<file path="src/rtl/c2h_stream_adapter_if.sv">
// c2h_stream_adapter_if: generator beat stream, QDMA C2H stream and completion channel bundle
interface c2h_stream_adapter_if #(
    parameter int DATA_W = 512,
    parameter int QID_W  = 11,
    parameter int LEN_W  = 16
);
    logic              rx_valid;
    logic [DATA_W-1:0] rx_data;
    logic              rx_last;
    logic [QID_W-1:0]  rx_qid;
    logic [LEN_W-1:0]  txr_size;
    logic              rx_ready;
    logic              m_axis_c2h_tvalid;
    logic              m_axis_c2h_tready;
    logic [DATA_W-1:0] m_axis_c2h_tdata;
    logic              m_axis_c2h_tlast;
    logic [5:0]        m_axis_c2h_mty;
    logic [LEN_W-1:0]  m_axis_c2h_ctrl_len;
    logic [QID_W-1:0]  m_axis_c2h_ctrl_qid;
    logic              cmpt_tvalid;
    logic              cmpt_tready;
    logic [63:0]       cmpt_tdata;
    modport master (
        output rx_valid, rx_data, rx_last, rx_qid, txr_size, m_axis_c2h_tready, cmpt_tready,
        input  rx_ready, m_axis_c2h_tvalid, m_axis_c2h_tdata, m_axis_c2h_tlast, m_axis_c2h_mty,
               m_axis_c2h_ctrl_len, m_axis_c2h_ctrl_qid, cmpt_tvalid, cmpt_tdata
    );
    modport slave (
        input  rx_valid, rx_data, rx_last, rx_qid, txr_size, m_axis_c2h_tready, cmpt_tready,
        output rx_ready, m_axis_c2h_tvalid, m_axis_c2h_tdata, m_axis_c2h_tlast, m_axis_c2h_mty,
               m_axis_c2h_ctrl_len, m_axis_c2h_ctrl_qid, cmpt_tvalid, cmpt_tdata
    );
endinterface

</file>
<file path="src/rtl/c2h_stream_adapter.sv">
// c2h_stream_adapter: skid-buffered C2H beat forwarding with per-packet metadata, length check and completions
module c2h_stream_adapter #(
    parameter int DATA_W     = 512,
    parameter int QID_W      = 11,
    parameter int LEN_W      = 16,
    parameter int CMPT_DEPTH = 8
) (
    input  logic                axi_aclk,
    input  logic                axi_areset,
    c2h_stream_adapter_if.slave bus,
    input  logic                clr_stat,
    output logic [31:0]         pkt_cnt,
    output logic [15:0]         err_cnt,
    output logic                err_sticky
);
    localparam int BEAT_BYTES = DATA_W / 8;
    localparam int SH = $clog2(BEAT_BYTES);
    localparam int AW = $clog2(CMPT_DEPTH);
    localparam logic [AW:0] CMPT_FULL = (AW+1)'(CMPT_DEPTH);

    typedef struct packed {
        logic [DATA_W-1:0] data;
        logic              last;
        logic [5:0]        mty;
        logic [LEN_W-1:0]  len;
        logic [QID_W-1:0]  qid;
    } beat_t;

    beat_t            skid [2];
    logic             skid_wp, skid_rp;
    logic [1:0]       skid_cnt;
    logic             in_pkt, pkt_err;
    logic [LEN_W-1:0] len_q, exp_q, beat_cnt;
    logic [QID_W-1:0] qid_q;
    logic [31:0]      seq;
    logic [AW:0]      cmpt_resv, cmpt_cnt;
    logic [AW-1:0]    cmpt_wp, cmpt_rp;
    logic [63:0]      cmpt_mem [CMPT_DEPTH];

    logic             skid_has_space, acc, out_pop, start, push, pop, err_now;
    logic [LEN_W-1:0] cur_len, cur_exp, cur_cnt, size_exp;
    logic [QID_W-1:0] cur_qid;
    logic [SH-1:0]    tail;
    logic [63:0]      cmpt_entry;
    beat_t            in_beat, head;

    assign skid_has_space = skid_cnt != 2'd2;
    assign bus.rx_ready   = ~axi_areset & skid_has_space & (in_pkt | (cmpt_resv < CMPT_FULL));
    assign acc     = bus.rx_valid & bus.rx_ready;
    assign start   = acc & ~in_pkt;
    assign push    = acc & bus.rx_last;
    assign out_pop = bus.m_axis_c2h_tvalid & bus.m_axis_c2h_tready;
    assign pop     = bus.cmpt_tvalid & bus.cmpt_tready;

    // A zero-length packet still occupies one beat
    assign size_exp = (bus.txr_size >> SH) + LEN_W'((bus.txr_size[SH-1:0] != '0) || (bus.txr_size == '0));
    assign cur_len  = in_pkt ? len_q : bus.txr_size;
    assign cur_qid  = in_pkt ? qid_q : bus.rx_qid;
    assign cur_exp  = in_pkt ? exp_q : size_exp;
    assign cur_cnt  = in_pkt ? (beat_cnt == '1 ? beat_cnt : beat_cnt + LEN_W'(1)) : LEN_W'(1);
    assign err_now  = pkt_err | (bus.rx_last ? cur_cnt != cur_exp : cur_cnt > cur_exp);
    assign tail     = SH'(0) - cur_len[SH-1:0];
    assign in_beat  = '{data: bus.rx_data, last: bus.rx_last, mty: bus.rx_last ? 6'(tail) : 6'd0,
                        len: cur_len, qid: cur_qid};
    assign cmpt_entry = {err_now, {(15-QID_W){1'b0}}, cur_qid, seq, 16'(cur_len)};

    assign bus.m_axis_c2h_tvalid   = skid_cnt != 2'd0;
    assign head                    = bus.m_axis_c2h_tvalid ? skid[skid_rp] : '0;
    assign bus.m_axis_c2h_tdata    = head.data;
    assign bus.m_axis_c2h_tlast    = head.last;
    assign bus.m_axis_c2h_mty      = head.mty;
    assign bus.m_axis_c2h_ctrl_len = head.len;
    assign bus.m_axis_c2h_ctrl_qid = head.qid;
    assign bus.cmpt_tvalid         = cmpt_cnt != '0;
    assign bus.cmpt_tdata          = bus.cmpt_tvalid ? cmpt_mem[cmpt_rp] : '0;

    always_ff @(posedge axi_aclk) begin
        if (acc) skid[skid_wp] <= in_beat;
        if (push) cmpt_mem[cmpt_wp] <= cmpt_entry;
    end

    always_ff @(posedge axi_aclk) begin
        if (axi_areset) begin
            skid_wp    <= 1'b0;
            skid_rp    <= 1'b0;
            skid_cnt   <= 2'd0;
            in_pkt     <= 1'b0;
            pkt_err    <= 1'b0;
            len_q      <= '0;
            exp_q      <= '0;
            beat_cnt   <= '0;
            qid_q      <= '0;
            seq        <= '0;
            cmpt_resv  <= '0;
            cmpt_cnt   <= '0;
            cmpt_wp    <= '0;
            cmpt_rp    <= '0;
            pkt_cnt    <= '0;
            err_cnt    <= '0;
            err_sticky <= 1'b0;
        end else begin
            if (acc) skid_wp <= ~skid_wp;
            if (out_pop) skid_rp <= ~skid_rp;
            skid_cnt <= skid_cnt + 2'(acc) - 2'(out_pop);
            if (acc) begin
                in_pkt   <= ~bus.rx_last;
                pkt_err  <= ~bus.rx_last & err_now;
                len_q    <= cur_len;
                qid_q    <= cur_qid;
                exp_q    <= cur_exp;
                beat_cnt <= cur_cnt;
            end
            cmpt_resv <= cmpt_resv + (AW+1)'(start) - (AW+1)'(pop);
            cmpt_cnt  <= cmpt_cnt + (AW+1)'(push) - (AW+1)'(pop);
            if (push) cmpt_wp <= cmpt_wp + AW'(1);
            if (pop) cmpt_rp <= cmpt_rp + AW'(1);
            if (push) seq <= seq + 32'd1;
            // A clear in the same cycle as a completion drops that packet from the stats
            if (clr_stat) begin
                pkt_cnt    <= '0;
                err_cnt    <= '0;
                err_sticky <= 1'b0;
            end else if (push) begin
                pkt_cnt <= pkt_cnt + 32'd1;
                if (err_now) begin
                    err_cnt    <= err_cnt == 16'hFFFF ? err_cnt : err_cnt + 16'd1;
                    err_sticky <= 1'b1;
                end
            end
        end
    end
endmodule

</file>
<file path="src/flat_wrapper.sv">
// flat-port wrapper written by rule: the top's interface ports become plain ports
module c2h_stream_adapter_flat 
#(
    parameter int DATA_W     = 512,
    parameter int QID_W      = 11,
    parameter int LEN_W      = 16,
    parameter int CMPT_DEPTH = 8
)
  (axi_aclk, axi_areset, clr_stat, pkt_cnt, err_cnt, err_sticky, bus_rx_valid, bus_rx_data, bus_rx_last, bus_rx_qid, bus_txr_size, bus_m_axis_c2h_tready, bus_cmpt_tready, bus_rx_ready, bus_m_axis_c2h_tvalid, bus_m_axis_c2h_tdata, bus_m_axis_c2h_tlast, bus_m_axis_c2h_mty, bus_m_axis_c2h_ctrl_len, bus_m_axis_c2h_ctrl_qid, bus_cmpt_tvalid, bus_cmpt_tdata);
  c2h_stream_adapter_if #(.DATA_W(DATA_W), .QID_W(QID_W), .LEN_W(LEN_W)) bus_i ();
  input  logic axi_aclk;
  input  logic axi_areset;
  input  logic clr_stat;
  output logic [31:0] pkt_cnt;
  output logic [15:0] err_cnt;
  output logic err_sticky;
  input wire logic [$bits(bus_i.rx_valid)-1:0] bus_rx_valid;
  input wire logic [$bits(bus_i.rx_data)-1:0] bus_rx_data;
  input wire logic [$bits(bus_i.rx_last)-1:0] bus_rx_last;
  input wire logic [$bits(bus_i.rx_qid)-1:0] bus_rx_qid;
  input wire logic [$bits(bus_i.txr_size)-1:0] bus_txr_size;
  input wire logic [$bits(bus_i.m_axis_c2h_tready)-1:0] bus_m_axis_c2h_tready;
  input wire logic [$bits(bus_i.cmpt_tready)-1:0] bus_cmpt_tready;
  output wire logic [$bits(bus_i.rx_ready)-1:0] bus_rx_ready;
  output wire logic [$bits(bus_i.m_axis_c2h_tvalid)-1:0] bus_m_axis_c2h_tvalid;
  output wire logic [$bits(bus_i.m_axis_c2h_tdata)-1:0] bus_m_axis_c2h_tdata;
  output wire logic [$bits(bus_i.m_axis_c2h_tlast)-1:0] bus_m_axis_c2h_tlast;
  output wire logic [$bits(bus_i.m_axis_c2h_mty)-1:0] bus_m_axis_c2h_mty;
  output wire logic [$bits(bus_i.m_axis_c2h_ctrl_len)-1:0] bus_m_axis_c2h_ctrl_len;
  output wire logic [$bits(bus_i.m_axis_c2h_ctrl_qid)-1:0] bus_m_axis_c2h_ctrl_qid;
  output wire logic [$bits(bus_i.cmpt_tvalid)-1:0] bus_cmpt_tvalid;
  output wire logic [$bits(bus_i.cmpt_tdata)-1:0] bus_cmpt_tdata;
  assign bus_i.rx_valid = bus_rx_valid;
  assign bus_i.rx_data = bus_rx_data;
  assign bus_i.rx_last = bus_rx_last;
  assign bus_i.rx_qid = bus_rx_qid;
  assign bus_i.txr_size = bus_txr_size;
  assign bus_i.m_axis_c2h_tready = bus_m_axis_c2h_tready;
  assign bus_i.cmpt_tready = bus_cmpt_tready;
  assign bus_rx_ready = bus_i.rx_ready;
  assign bus_m_axis_c2h_tvalid = bus_i.m_axis_c2h_tvalid;
  assign bus_m_axis_c2h_tdata = bus_i.m_axis_c2h_tdata;
  assign bus_m_axis_c2h_tlast = bus_i.m_axis_c2h_tlast;
  assign bus_m_axis_c2h_mty = bus_i.m_axis_c2h_mty;
  assign bus_m_axis_c2h_ctrl_len = bus_i.m_axis_c2h_ctrl_len;
  assign bus_m_axis_c2h_ctrl_qid = bus_i.m_axis_c2h_ctrl_qid;
  assign bus_cmpt_tvalid = bus_i.cmpt_tvalid;
  assign bus_cmpt_tdata = bus_i.cmpt_tdata;
  c2h_stream_adapter #(.DATA_W(DATA_W), .QID_W(QID_W), .LEN_W(LEN_W), .CMPT_DEPTH(CMPT_DEPTH)) u_core (.axi_aclk(axi_aclk), .axi_areset(axi_areset), .bus(bus_i), .clr_stat(clr_stat), .pkt_cnt(pkt_cnt), .err_cnt(err_cnt), .err_sticky(err_sticky));
endmodule
</file>
<file path="config.mk">
export PLATFORM = sky130hd
export DESIGN_NAME = c2h_stream_adapter_flat
export DESIGN_NICKNAME = d
export VERILOG_FILES = /design/src/rtl/c2h_stream_adapter_if.sv /design/src/rtl/c2h_stream_adapter.sv /design/src/flat_wrapper.sv
export SDC_FILE = /design/constraint.sdc
export NUM_CORES = 2
export LEC_CHECK = 0
export BUFFER_PORTS_ARGS = -buffer_cell sky130_fd_sc_hd__buf_2
export CORE_MARGIN = 4
export CORE_UTILIZATION = 25
export CTS_BUF_LIST = sky130_fd_sc_hd__clkbuf_8
export DETAILED_ROUTE_END_ITERATION = 6
export PLACE_DENSITY = 0.45
export REMOVE_ABC_BUFFERS = 1
export SLEW_MARGIN = 40
export SYNTH_ARGS = -nofsm -noshare
export SYNTH_HDL_FRONTEND = slang
export SYNTH_SLANG_ARGS = --single-unit
</file>
<file path="constraint.sdc">
create_clock -name axi_aclk -period 92.5 [get_ports axi_aclk]
set_clock_uncertainty 0.2 [all_clocks]
set_input_delay 13.875 -clock axi_aclk [delete_from_list [all_inputs] [get_ports axi_aclk]]
set_output_delay 13.875 -clock axi_aclk [all_outputs]
set_load 0.01 [all_outputs]
</file>
# == Word-level counts from Yosys, hierarchy flattened ==
# Memories as Yosys holds them, arrays and structs flattened. A register that Yosys moved wholly into a read port is not among the register bits.
# Cells that the tools add are included.
# totals
register_bits,160
ramBits,1572
input_bits,546
output_inout_bits,662
word_cells,80
mem_count,2
# mem_list
name,depth,word_bits,read_ports,rd_clocked_by_memory_dff,wr,line_no,rtl
u_core.skid,2,546,1,1,1,c2h_stream_adapter.sv:29,beat_t skid [2];
u_core.cmpt_mem,8,60,1,1,1,c2h_stream_adapter.sv:38,logic [63:0] cmpt_mem [CMPT_DEPTH];
# op_classes
n_addsub,14
order_cmp,2
eq_ne,4
muxes,17
n_bitwise,16
reduce_logical,8
# op_table
op,n
2-to-1 mux 546 bit,1
"adder 32 x 1 -> 32 bit, second input constant",2
2-to-1 mux 16 bit,4
2-to-1 mux 64 bit,1
"adder 16 x 1 -> 16 bit, second input constant",2
"equality test 16 bit, second input constant",2
> comparator 16 bit,1
logical NOT 16 bit,1
!= test 16 bit,1
adder 10 x 1 -> 11 bit,1
2-to-1 mux 11 bit,1
adder 4 x 1 -> 4 bit,2
bitwise AND 1 bit,8
subtractor 4 x 1 -> 4 bit,2
2-to-1 mux 1 bit,7
"adder 3 x 1 -> 3 bit, second input constant",2
2-to-1 mux 3 bit,2
2-to-1 mux 6 bit,1
NOT 1 bit,6
nonzero test 6 bit,1
"subtractor 1 x 6 -> 6 bit, first input constant",1
"less-than comparator 4 bit, second input constant",1
nonzero test 4 bit,1
AND reduction 3 bit,1
other kinds (8),9

# == Longest topological paths before layout ==
# depth
ltp_word,8
mapped_depth,17
mapped_depth_nobuf,16

# == Worst setup path after synthesis ==
# OpenSTA, ideal clock, no wires.
# synth_timing
path_kind,input to register
startpoint,in axi_areset
endpoint,mem u_core.skid[0][0] (netlist name) (enable)
setup_ps,1472
t_arrival_ps,37288
t_required_ps,90828
setup_slack_ps,53540
stages,6
path_buffers,2
path_cell_list,inv_2 and3_1 nand2_1 buf_2 buf_1 nor2_1
# synth_between
elab_chain_len,6
# synth_lines
item,line_no,rtl
start: declaration,flat_wrapper.sv:12,input logic axi_areset;
NOT 1 bit,c2h_stream_adapter.sv:48,assign bus.rx_ready = ~axi_areset & skid_has_space & (in_pkt | (cmpt_resv < CMPT_FULL));
bitwise AND 1 bit (2 in series),c2h_stream_adapter.sv:48,
net bus_rx_ready,flat_wrapper.sv:24,output wire logic [$bits(bus_i.rx_ready)-1:0] bus_rx_ready;
bitwise AND 1 bit,c2h_stream_adapter.sv:49,assign acc = bus.rx_valid & bus.rx_ready;
2-to-1 mux 1 bit,c2h_stream_adapter.sv:78,if (acc) skid[skid_wp] <= in_beat;
2-to-1 mux 1 bit (not written as such),c2h_stream_adapter.sv:78,
end: declaration,c2h_stream_adapter.sv:29,
# The timed path passes the listed nets, and every way through them passes these cells.

# == Final worst setup path ==
# layout_timing
startpoint,in axi_areset
endpoint,out bus_rx_ready
# layout_between
elab_chain_len,3
# layout_lines
item,line_no
NOT 1 bit,c2h_stream_adapter.sv:48
bitwise AND 1 bit (2 in series),c2h_stream_adapter.sv:48
end: declaration,flat_wrapper.sv:24
# Every way passes these cells.

==> results.toml <==
[outcome]
status = "finished, final reports clean"

[clock_network]
cts_sinks = 1736
post_cts_buffers = 0
htreeDepth = 5
cts-resized-gates = 0
hold_buffers = 0
tritoncts = "yes"
cts_buffer_depth = 4
cts_root_buf = "clkbuf_8"
clk_pin_slew_ns = 0.07
clock_latency_ns = 0.96
numCtsBuffers = 319

[worst_setup_path]
cp.arrival_ns = 14.94
critPathSlowestCell = "buf_4"
crit_chain = "buf_4 > inv_2 > and3_1 > buf_2"
path_buf_inv = 3
path_class = "in2out"
cp_max_fo = 27
worstPathRequired_ns = 78.42
max_stage_delay_ns = 0.39
setup.worst_path.start_class = "input pin"
critPathTopFamily = "buffers and inverters"
end_kind = "output pin"

[global_route]
antenna_found_initial = 186
grt_overflow_total = 0
gr-usage-all-layers_pct = 15.8
grt_max_degree = 163
grt_pass1_vias = 41500
grt_pass1_wl_mm = 315

[power]
power_density_nw_per_um2 = 26.5
leakagePower_nw = 30.2
vdd_drop_max_mv = 0.0339
finalPower_mw = 2.23

[cells_and_area]
fin_area_um2 = 83900
fin_nets = 6053
fin_util_pct = 31.3
syn_to_final_growth_pct = 24.7
layout-drive-gt1-share_pct = 32.1
multi_input_area_um2 = 15900
layout_common_cells = "edfxtp_1 (1,572), buf_2 (1,202), nor2_1 (740)"
nFillCells = 26800
instances_no_fill = 9296
layout_commonest_cell = "edfxtp_1"
register_area_um2 = 50500

[drt]
drc_errors = 0
wl_per_cell_um = 24.6
via_per_inst = 4.37
vias = 40600
ant_nets = 0
drtPass1Iterations = 5
drt_iter0_markers = 2463
drt-total-wl_mm = 229

[logic_synthesis]
synth_area_um2 = 67300
synth-edff-count = 1572
ys_async_sr_fraction_pct = 0
synth_cells = 4090
yosys_register_bits = 1736
syn_area_per_cell_um2 = 16.5
ys_types = 57
synth-main-ff-cell = "edfxtp_1"
ys_seq_area_share_pct = 75.0
yosys_warnings = 0

[timing]
min_period_ns = 29.02
fmax_mhz = 34.5
worst_pin_slew_ns = 0.871
finalSetupViolCount = 0
whs_ns = 0.252
slew_headroom_pct = 40.3
min_period_over_period_pct = 31.4
rsz0062_at_grt = "no"
final_max_slew_viol_count = 0
fin_setup_tns_ns = 0
worst_slack_ns = 63.48
hold_viol_final = 0

[floorplan]
die_area_um2 = 278000
fp-row-count = 190
die_h_um = 527
die_w_um = 527
core-area_um2 = 268000
io_pins = 1208
start_util_pct = 25.1

[place]
dp_slack_ns = 63.44
routabilityCongestion = 0.795
place_inst = 8697
placed_area_um2 = 77900
hpwl_mm = 158
portBuffers = 1203

[flow_run]
maxCapViolations = 0

[min_path]
hold_path.class = "reg2reg"
==> state kept, by name, indices dropped and copies added (netlist names), 16 cells and up, named ones only <==
signal           count
u_core.skid       1092
u_core.cmpt_mem    480
u_core.pkt_cnt      32
u_core.seq          32
u_core.beat_cnt     16
u_core.err_cnt      16
u_core.exp_q        16
u_core.len_q        16
==> layer usage <==
metal	share of wire (%)	global-route usage [%]
met3	8.6	5.71
met2	50	27.6
met5	0.0057	0
met1	38	17.9
met4	3.4	4.83
==> final cells by class <==
cell class	count	area share [%]
sequential	1736	60.2
antenna	27	0.0805
clock buffer	341	5.59
timing repair buffer	1271	8.24
clock inverter	228	1.49
inverter	37	0.167
tap	3552	5.29
multi-input combinational	2104	19.0
==> worst min-delay path, cell delays in order, from the launching register on <==
cell and delay, ns:
dfxtp_1 0.31, nand2_1 0.05, a21oi_1 0.05
==> power breakdown <==
part	total (mW)	switching, mW	leakage (nW)	internal [mW]
clock	0.693	0.334	3.45	0.359
sequential	0.940	0.0212	15.8	0.919
combinational	0.593	0.376	11.0	0.218
==> synthesized netlist by cell type (2+ instances only) <==
| library cell | number | share of area, % |
|---|---|---|
| a21oi_1 | 65 | 0.48 |
| buf_2 | 12 | 0.089 |
| or3_1 | 8 | 0.074 |
| or2_2 | 2 | 0.019 |
| nor3_1 | 28 | 0.21 |
| o21a_1 | 2 | 0.022 |
| nor2_1 | 748 | 4.2 |
| nand2b_1 | 6 | 0.056 |
| and3_1 | 23 | 0.21 |
| a21o_1 | 3 | 0.033 |
| dfxtp_1 | 164 | 4.9 |
| clkbuf_1 | 135 | 0.75 |
| a31oi_1 | 8 | 0.074 |
| edfxtp_1 | 1572 | 70 |
| o21ai_0 | 25 | 0.19 |
| xnor2_1 | 39 | 0.51 |
| nor4_1 | 5 | 0.046 |
| mux2i_1 | 622 | 9.2 |
| a211oi_1 | 9 | 0.10 |
| or4_1 | 6 | 0.067 |
| nor3_2 | 2 | 0.030 |
| buf_1 | 62 | 0.35 |
| inv_1 | 34 | 0.19 |
| buf_4 | 4 | 0.045 |
| nand4b_1 | 3 | 0.039 |
| and4_1 | 14 | 0.18 |
| fa_1 | 2 | 0.059 |
| mux4_2 | 120 | 4.0 |
| and2_1 | 18 | 0.17 |
| xor2_1 | 60 | 0.78 |
| a311oi_1 | 2 | 0.026 |
| nand3b_1 | 2 | 0.022 |
| nor4_2 | 2 | 0.037 |
| nor2b_1 | 7 | 0.065 |
| nand3_1 | 45 | 0.33 |
| nand4_1 | 32 | 0.30 |
| nand2_1 | 120 | 0.67 |
| inv_2 | 2 | 0.011 |
| ha_1 | 36 | 0.67 |
| buf_6 | 3 | 0.050 |
| o32ai_1 | 2 | 0.026 |
| mux2_2 | 21 | 0.35 |
==> final timing paths <==
path              cells after the start  slack (ns)                            end                    startpoint
setup / recovery                      4       63.48                   bus_rx_ready                    axi_areset
hold / removal                        2        0.25   u_core.qid_q[2]$_SDFFE_PP0P_  u_core.qid_q[2]$_SDFFE_PP0P_
setup reg to reg                     10       87.19  u_core.skid[1][106]$_DFFE_PP_    u_core.in_pkt$_SDFFE_PP0P_
hold reg to reg                       2        0.25   u_core.qid_q[2]$_SDFFE_PP0P_  u_core.qid_q[2]$_SDFFE_PP0P_
==> kinds of logic (layout without fill, tap and decap cells) <==
logic type	count (synthesis)	count (layout)	share of synthesized area [%]
flip-flops	1736	1736	75.0
AND/OR/NAND/NOR	1077	1077	6.82
multiplexers	763	763	13.6
buffers and inverters	253	1877	1.49
AO/OA/AOI/OAI	123	123	1.04
XOR/XNOR	99	99	1.29
adder cells (fa/ha/maj)	38	38	0.729
other	1	31	0.00557
Power figures use the tool's default switching activity.
